<file path="src/rtl/alu_flag_unit_if.sv">
// ALU / flag-bank connection bundle: operation select, operands, flag write
// enables, jump select and all ALU, carry, flag and jump outputs.
interface alu_flag_unit_if #(
    parameter int unsigned WIDTH = 16
);
    logic [2:0]       alu_ctrl;
    logic [WIDTH-1:0] a;
    logic [WIDTH-1:0] b;
    logic             m_we;
    logic             z_we;
    logic             o_we;
    logic             c_we;
    logic [1:0]       jump_sel;
    logic             jump_pol;

    logic [WIDTH-1:0] result;
    logic             carry_second_last;
    logic             carry_last;
    logic             zero_next;
    logic             ovf_next;
    logic             flag_m;
    logic             flag_z;
    logic             flag_o;
    logic             flag_c;
    logic             flag_m_n;
    logic             flag_z_n;
    logic             flag_o_n;
    logic             flag_c_n;
    logic             jump_true;

    // Controller / datapath side that issues operations.
    modport master (
        output alu_ctrl, a, b, m_we, z_we, o_we, c_we, jump_sel, jump_pol,
        input  result, carry_second_last, carry_last, zero_next, ovf_next,
        input  flag_m, flag_z, flag_o, flag_c,
        input  flag_m_n, flag_z_n, flag_o_n, flag_c_n, jump_true
    );

    // The ALU and flag bank itself.
    modport slave (
        input  alu_ctrl, a, b, m_we, z_we, o_we, c_we, jump_sel, jump_pol,
        output result, carry_second_last, carry_last, zero_next, ovf_next,
        output flag_m, flag_z, flag_o, flag_c,
        output flag_m_n, flag_z_n, flag_o_n, flag_c_n, jump_true
    );
endinterface

</file>
<file path="src/rtl/alu_flag_unit.sv">
// Combinational ALU with a registered M/Z/O/C flag bank and conditional-jump
// evaluation. Operand A is the T register, operand B is Bus_1; the result goes
// to Bus_2 through an external tri-state buffer.
module alu_flag_unit #(
    parameter int unsigned WIDTH = 16
) (
    input logic           clk,
    input logic           reset,
    alu_flag_unit_if.slave bus
);
    localparam logic [2:0] OP_ADD  = 3'b000;
    localparam logic [2:0] OP_SUB  = 3'b001;
    localparam logic [2:0] OP_AND  = 3'b010;
    localparam logic [2:0] OP_OR   = 3'b011;
    localparam logic [2:0] OP_XOR  = 3'b100;
    localparam logic [2:0] OP_NOT  = 3'b101;
    localparam logic [2:0] OP_SHL  = 3'b110;
    localparam logic [2:0] OP_PASS = 3'b111;

    logic             is_sub;
    logic [WIDTH-1:0] b_op;
    logic [WIDTH-1:0] low_sum;
    logic [1:0]       top_sum;
    logic [WIDTH-1:0] arith_sum;
    logic             c_into_msb;

    logic [WIDTH-1:0] result;
    logic             carry_second_last;
    logic             carry_last;
    logic             zero_next;
    logic             ovf_next;

    logic flag_m_q, flag_z_q, flag_o_q, flag_c_q;
    logic sel_flag;

    // Adder split at the MSB so both the carry into and out of bit 15 are
    // visible, matching the ripple chain; SUB is a + ~b + 1.
    always_comb begin
        is_sub     = (bus.alu_ctrl == OP_SUB);
        b_op       = is_sub ? ~bus.b : bus.b;
        low_sum    = {1'b0, bus.a[WIDTH-2:0]} + {1'b0, b_op[WIDTH-2:0]}
                     + {{(WIDTH-1){1'b0}}, is_sub};
        c_into_msb = low_sum[WIDTH-1];
        top_sum    = {1'b0, bus.a[WIDTH-1]} + {1'b0, b_op[WIDTH-1]} + {1'b0, c_into_msb};
        arith_sum  = {top_sum[0], low_sum[WIDTH-2:0]};
    end

    // Operation select; carries only reported for ADD/SUB.
    always_comb begin
        result            = '0;
        carry_second_last = 1'b0;
        carry_last        = 1'b0;
        case (bus.alu_ctrl)
            OP_ADD, OP_SUB: begin
                result            = arith_sum;
                carry_second_last = c_into_msb;
                carry_last        = top_sum[1];
            end
            OP_AND:  result = bus.a & bus.b;
            OP_OR:   result = bus.a | bus.b;
            OP_XOR:  result = bus.a ^ bus.b;
            OP_NOT:  result = ~bus.b;
            OP_SHL:  result = {bus.a[WIDTH-2:0], 1'b0};
            OP_PASS: result = bus.b;
            default: result = '0;
        endcase
        zero_next = (result == '0);
        ovf_next  = carry_second_last ^ carry_last;
    end

    // Flag bank: reset wins, otherwise each flag loads only under its own enable.
    always_ff @(posedge clk) begin
        if (reset) begin
            flag_m_q <= 1'b0;
            flag_z_q <= 1'b0;
            flag_o_q <= 1'b0;
            flag_c_q <= 1'b0;
        end else begin
            if (bus.m_we) flag_m_q <= result[WIDTH-1];
            if (bus.z_we) flag_z_q <= zero_next;
            if (bus.o_we) flag_o_q <= ovf_next;
            if (bus.c_we) flag_c_q <= carry_last;
        end
    end

    // Jump test looks only at registered flags, never at the *_next values.
    always_comb begin
        sel_flag = 1'b0;
        case (bus.jump_sel)
            2'b00:   sel_flag = flag_m_q;
            2'b01:   sel_flag = flag_z_q;
            2'b10:   sel_flag = flag_o_q;
            2'b11:   sel_flag = flag_c_q;
            default: sel_flag = 1'b0;
        endcase
    end

    assign bus.result            = result;
    assign bus.carry_second_last = carry_second_last;
    assign bus.carry_last        = carry_last;
    assign bus.zero_next         = zero_next;
    assign bus.ovf_next          = ovf_next;
    assign bus.flag_m            = flag_m_q;
    assign bus.flag_z            = flag_z_q;
    assign bus.flag_o            = flag_o_q;
    assign bus.flag_c            = flag_c_q;
    assign bus.flag_m_n          = ~flag_m_q;
    assign bus.flag_z_n          = ~flag_z_q;
    assign bus.flag_o_n          = ~flag_o_q;
    assign bus.flag_c_n          = ~flag_c_q;
    assign bus.jump_true         = ~(bus.jump_pol ^ sel_flag);
endmodule

</file>
<file path="src/flat_wrapper.sv">
// flat-port wrapper written by rule: the top's interface ports become plain ports
module alu_flag_unit_flat 
#(
    parameter int unsigned WIDTH = 16
)
  (clk, reset, bus_alu_ctrl, bus_a, bus_b, bus_m_we, bus_z_we, bus_o_we, bus_c_we, bus_jump_sel, bus_jump_pol, bus_result, bus_carry_second_last, bus_carry_last, bus_zero_next, bus_ovf_next, bus_flag_m, bus_flag_z, bus_flag_o, bus_flag_c, bus_flag_m_n, bus_flag_z_n, bus_flag_o_n, bus_flag_c_n, bus_jump_true);
  alu_flag_unit_if #(.WIDTH(WIDTH)) bus_i ();
  input logic clk;
  input logic reset;
  input wire logic [$bits(bus_i.alu_ctrl)-1:0] bus_alu_ctrl;
  input wire logic [$bits(bus_i.a)-1:0] bus_a;
  input wire logic [$bits(bus_i.b)-1:0] bus_b;
  input wire logic [$bits(bus_i.m_we)-1:0] bus_m_we;
  input wire logic [$bits(bus_i.z_we)-1:0] bus_z_we;
  input wire logic [$bits(bus_i.o_we)-1:0] bus_o_we;
  input wire logic [$bits(bus_i.c_we)-1:0] bus_c_we;
  input wire logic [$bits(bus_i.jump_sel)-1:0] bus_jump_sel;
  input wire logic [$bits(bus_i.jump_pol)-1:0] bus_jump_pol;
  output wire logic [$bits(bus_i.result)-1:0] bus_result;
  output wire logic [$bits(bus_i.carry_second_last)-1:0] bus_carry_second_last;
  output wire logic [$bits(bus_i.carry_last)-1:0] bus_carry_last;
  output wire logic [$bits(bus_i.zero_next)-1:0] bus_zero_next;
  output wire logic [$bits(bus_i.ovf_next)-1:0] bus_ovf_next;
  output wire logic [$bits(bus_i.flag_m)-1:0] bus_flag_m;
  output wire logic [$bits(bus_i.flag_z)-1:0] bus_flag_z;
  output wire logic [$bits(bus_i.flag_o)-1:0] bus_flag_o;
  output wire logic [$bits(bus_i.flag_c)-1:0] bus_flag_c;
  output wire logic [$bits(bus_i.flag_m_n)-1:0] bus_flag_m_n;
  output wire logic [$bits(bus_i.flag_z_n)-1:0] bus_flag_z_n;
  output wire logic [$bits(bus_i.flag_o_n)-1:0] bus_flag_o_n;
  output wire logic [$bits(bus_i.flag_c_n)-1:0] bus_flag_c_n;
  output wire logic [$bits(bus_i.jump_true)-1:0] bus_jump_true;
  assign bus_i.alu_ctrl = bus_alu_ctrl;
  assign bus_i.a = bus_a;
  assign bus_i.b = bus_b;
  assign bus_i.m_we = bus_m_we;
  assign bus_i.z_we = bus_z_we;
  assign bus_i.o_we = bus_o_we;
  assign bus_i.c_we = bus_c_we;
  assign bus_i.jump_sel = bus_jump_sel;
  assign bus_i.jump_pol = bus_jump_pol;
  assign bus_result = bus_i.result;
  assign bus_carry_second_last = bus_i.carry_second_last;
  assign bus_carry_last = bus_i.carry_last;
  assign bus_zero_next = bus_i.zero_next;
  assign bus_ovf_next = bus_i.ovf_next;
  assign bus_flag_m = bus_i.flag_m;
  assign bus_flag_z = bus_i.flag_z;
  assign bus_flag_o = bus_i.flag_o;
  assign bus_flag_c = bus_i.flag_c;
  assign bus_flag_m_n = bus_i.flag_m_n;
  assign bus_flag_z_n = bus_i.flag_z_n;
  assign bus_flag_o_n = bus_i.flag_o_n;
  assign bus_flag_c_n = bus_i.flag_c_n;
  assign bus_jump_true = bus_i.jump_true;
  alu_flag_unit #(.WIDTH(WIDTH)) u_core (.clk(clk), .reset(reset), .bus(bus_i));
endmodule
</file>
<file path="config.mk">
export PLATFORM = sky130hd
export DESIGN_NAME = alu_flag_unit_flat
export DESIGN_NICKNAME = d
export VERILOG_FILES = /design/src/rtl/alu_flag_unit_if.sv /design/src/rtl/alu_flag_unit.sv /design/src/flat_wrapper.sv
export SDC_FILE = /design/constraint.sdc
export NUM_CORES = 1
export LEC_CHECK = 0
export ABC_AREA = 1
export CORE_AREA = 2 2 77 87
export CTS_CLUSTER_SIZE = 24
export DETAILED_ROUTE_END_ITERATION = 10
export DIE_AREA = 0 0 79 89
export PLACE_DENSITY = 0.77
export SYNTH_ARGS = -nofsm -noshare
export SYNTH_HDL_FRONTEND = slang
export SYNTH_SLANG_ARGS = --single-unit
</file>
<file path="constraint.sdc">
create_clock -name clk -period 10.87 [get_ports clk]
set_input_delay 1.6305 -clock clk [delete_from_list [all_inputs] [get_ports clk]]
set_output_delay 1.6305 -clock clk [all_outputs]
set_load 0.02 [all_outputs]
</file>
==> run metrics <==
HPWL after DPL=7230 um; design area=3520 um^2; reg-to-reg setup timing slack=10.04 ns; number of cell rows=30; critical path class=in2out; Post-CTS Hold Buffers=0; diode count=0; First-pass DRT Iterations=8; cell count after synthesis=494; Switching Power=0.126 mW; number of global-route vias before repair=3137; Distinct cells, synth=33; Hold Violations, Final=0; Worst-Skew Late Latency=0.23 ns; largest net degree at the start of global routing=18; P_leak=1.93 nW; WHS Path Cells=2; combinational power share=79.6%; clk sinks=4; Startpoint Class=input port; Synth top cells by count=nand2_1 (141), inv_1 (86), nor2_1 (51); die height=89 um; routed via count=3346; Synth Register Bits=4; Hold Startpoint=u_core.bus.flag_z$_SDFFE_PP0P_; path depth of the worst reg2reg path=4; sw frac=51.5%; largest stage delay on the critical path=0.73 ns; Final TNS setup=0 ns; clock tree buffer depth=2; ANT nets after route=0; vias per std cell=5.25; Slowest cell on crit path=clkdlybuf4s50_1; top cells by area, synth=ha_1 (21%), nand2_1 (19%), inv_1 (12%); CP max FO=16; Max Clock Skew=0 ns; VDD IR-drop max=0.0000612 V; Slew HR=32.3%; area occupied by multi-input gates=2230 um^2; Nets=652; RR Endpoint=u_core.bus.flag_m$_SDFFE_PP0P_; outcome=finished, final reports clean; reg2reg start=u_core.bus.flag_m$_SDFFE_PP0P_; syn avg cell area=5.57 um^2; Synth top area share=21.4%; Syn-to-layout area delta=28.0%; most frequent cell after synthesis=nand2_1; Post-CTS Setup Bufs=0; Num CTS Buffers=3; Netlist Area Pre-Place=2750 um^2; CP arrival=6.20 ns; Reg power frac=6.6%; crit share post-route=72.0%; global-route wire length before repair=13900 um; post-cts resize count=0; core footprint=6080 um^2; Power Density=69.4 nW/um^2; CTS tree=done; Initial Util=45.2%; RSZ-0062 raised after global routing=no; routed length per instance=13.8 um; post-synthesis net count=587; starting DRC count in detailed routing=155; routability congestion estimate from global placement=0.943; Fillers=642; Final setup viols=0; Die ar.=7030 um^2; Int Pwr=0.118 mW; Required @ worst endpoint=9.24 ns; Hold Path End=u_core.bus.flag_z$_SDFFE_PP0P_; Placed Area=3480 um^2; GR Util All Layers=24.9%; Seq/Total Area, Yosys=2.91%; Max H-tree Level=1; Post-synth EDFFs=0; Critical Path End Type=output port; Most common cell on crit path=nand3_1; initial antenna violation count=0; Chip Width=79 um; layout cells sized above 1=3.23%; Overflow after GRT=0; Post-Route WL=8810 um; main flop type after synthesis=dfxtp_1; PortBufs=72; Hold WC Path Type=reg2reg; clock tree root driver cell=clkbuf_8; Worst Tran Pin Value=1.01 ns; IO Pins=73; Clock transition at path regs=0.03 ns; max_cap viols=0; Ys Warns=0; Slew Viols, Final=0; Fmax=0.128 GHz; clock share of power=13.7%; cell taking the most area after synthesis=ha_1; DRC=0; Tmin final=7.83 ns; fraction of registers with async set/reset=0%; Register Area=80.1 um^2
power by group through the flow:
| stage | Clock, mW | Combinational, mW | Sequential [mW] |
|---|---|---|---|
| finish | 0.0336 | 0.195 | 0.0162 |
| CTS | 0.0340 | 0.193 | 0.0162 |
| floorplan | 0 | 0.119 | 0.0173 |
| global placement | 0 | 0.190 | 0.0164 |
| detailed placement | 0 | 0.192 | 0.0164 |
| global route | 0.0348 | 0.216 | 0.0163 |
per-layer routing:
| metal | vias up | wire length (um) | track usage, % |
|---|---|---|---|
| li1 | 1698 | - | - |
| met3 | 30 | 477 | 2.63 |
| met2 | 154 | 4330 | 47.1 |
| met1 | 1464 | 3630 | 28.4 |
| met4 | 0 | 374 | 10.7 |
| met5 | - | 0 | 0 |
kinds of logic after synthesis:
group | after synthesis | synth area share, %
simple gates | 261 | 40.9
buf+inv | 104 | 16.0
compound gates | 58 | 11.7
fa+ha+maj | 49 | 22.8
xor+xnor | 18 | 5.73
flops | 4 | 2.91
worst max-delay path, delay by kind of cell:
family	cells	cell delay (ns)
buffers and inverters	6	1.78
xor gates and xnor gates	1	0.24
adders and majority gates	2	0.87
and+or+nand+nor	16	1.65
worst max-delay path by stage:
stage | start | to | slack [ns]
finish | bus_alu_ctrl[2] | bus_zero_next | 3.04
CTS | bus_alu_ctrl[2] | bus_zero_next | 3.04
global route | bus_alu_ctrl[2] | bus_zero_next | 2.55
floorplan | bus_alu_ctrl[2] | bus_zero_next | 4.50
global placement | bus_alu_ctrl[2] | bus_zero_next | 3.18
detailed placement | bus_alu_ctrl[2] | bus_zero_next | 3.05
sequential cells by signal, indices dropped and copies added, names as in the netlist:
name               cells
u_core.bus.flag_m      1
u_core.bus.flag_o      1
u_core.bus.flag_c      1
u_core.bus.flag_z      1
layout by cell type, fill, tap and decap left out, drive strengths merged:
cell           instances
o21ai                 23
a21o                   1
o22ai                  7
nand3                 44
clkbuf                 3
o2111ai                1
nor2                  52
a22oi                  2
nand4                 11
inv                   92
a31oi                  1
ha                    47
dfxtp                  4
or2                    1
nand3b                 1
nor3                  10
o211ai                 1
o21bai                 2
xor2                  18
nand2                142
clkdlybuf4s50         72
a21oi                 19
a21boi                 1
fa                     2
layout make-up:
class,instances,share of cell area [%]
Multi-Input combinational cell,386,63.4
Timing Repair Buffer,72,20.5
Inverter,92,9.88
Tap cell,80,2.84
Sequential cell,4,2.27
Clock buffer,3,1.17
stage by stage:
| stage | hold WS, ns | power, mW | std cells | setup slack, ns | utilization [%] |
|---|---|---|---|---|---|
| 2_1_floorplan | 0.628 | 0.137 | 494 | 4.50 | - |
| 4_1_cts | 0.619 | 0.243 | 637 | 3.04 | 57.9 |
| 6_report | 0.620 | 0.244 | 637 | 3.04 | 57.9 |
| 3_3_place_gp | 0.583 | 0.206 | 634 | 3.18 | 57.2 |
| 5_1_grt | 0.658 | 0.267 | 637 | 2.55 | 57.9 |
| 3_5_place_dp | 0.613 | 0.208 | 634 | 3.05 | 57.2 |
Power figures use the tool's default switching activity.
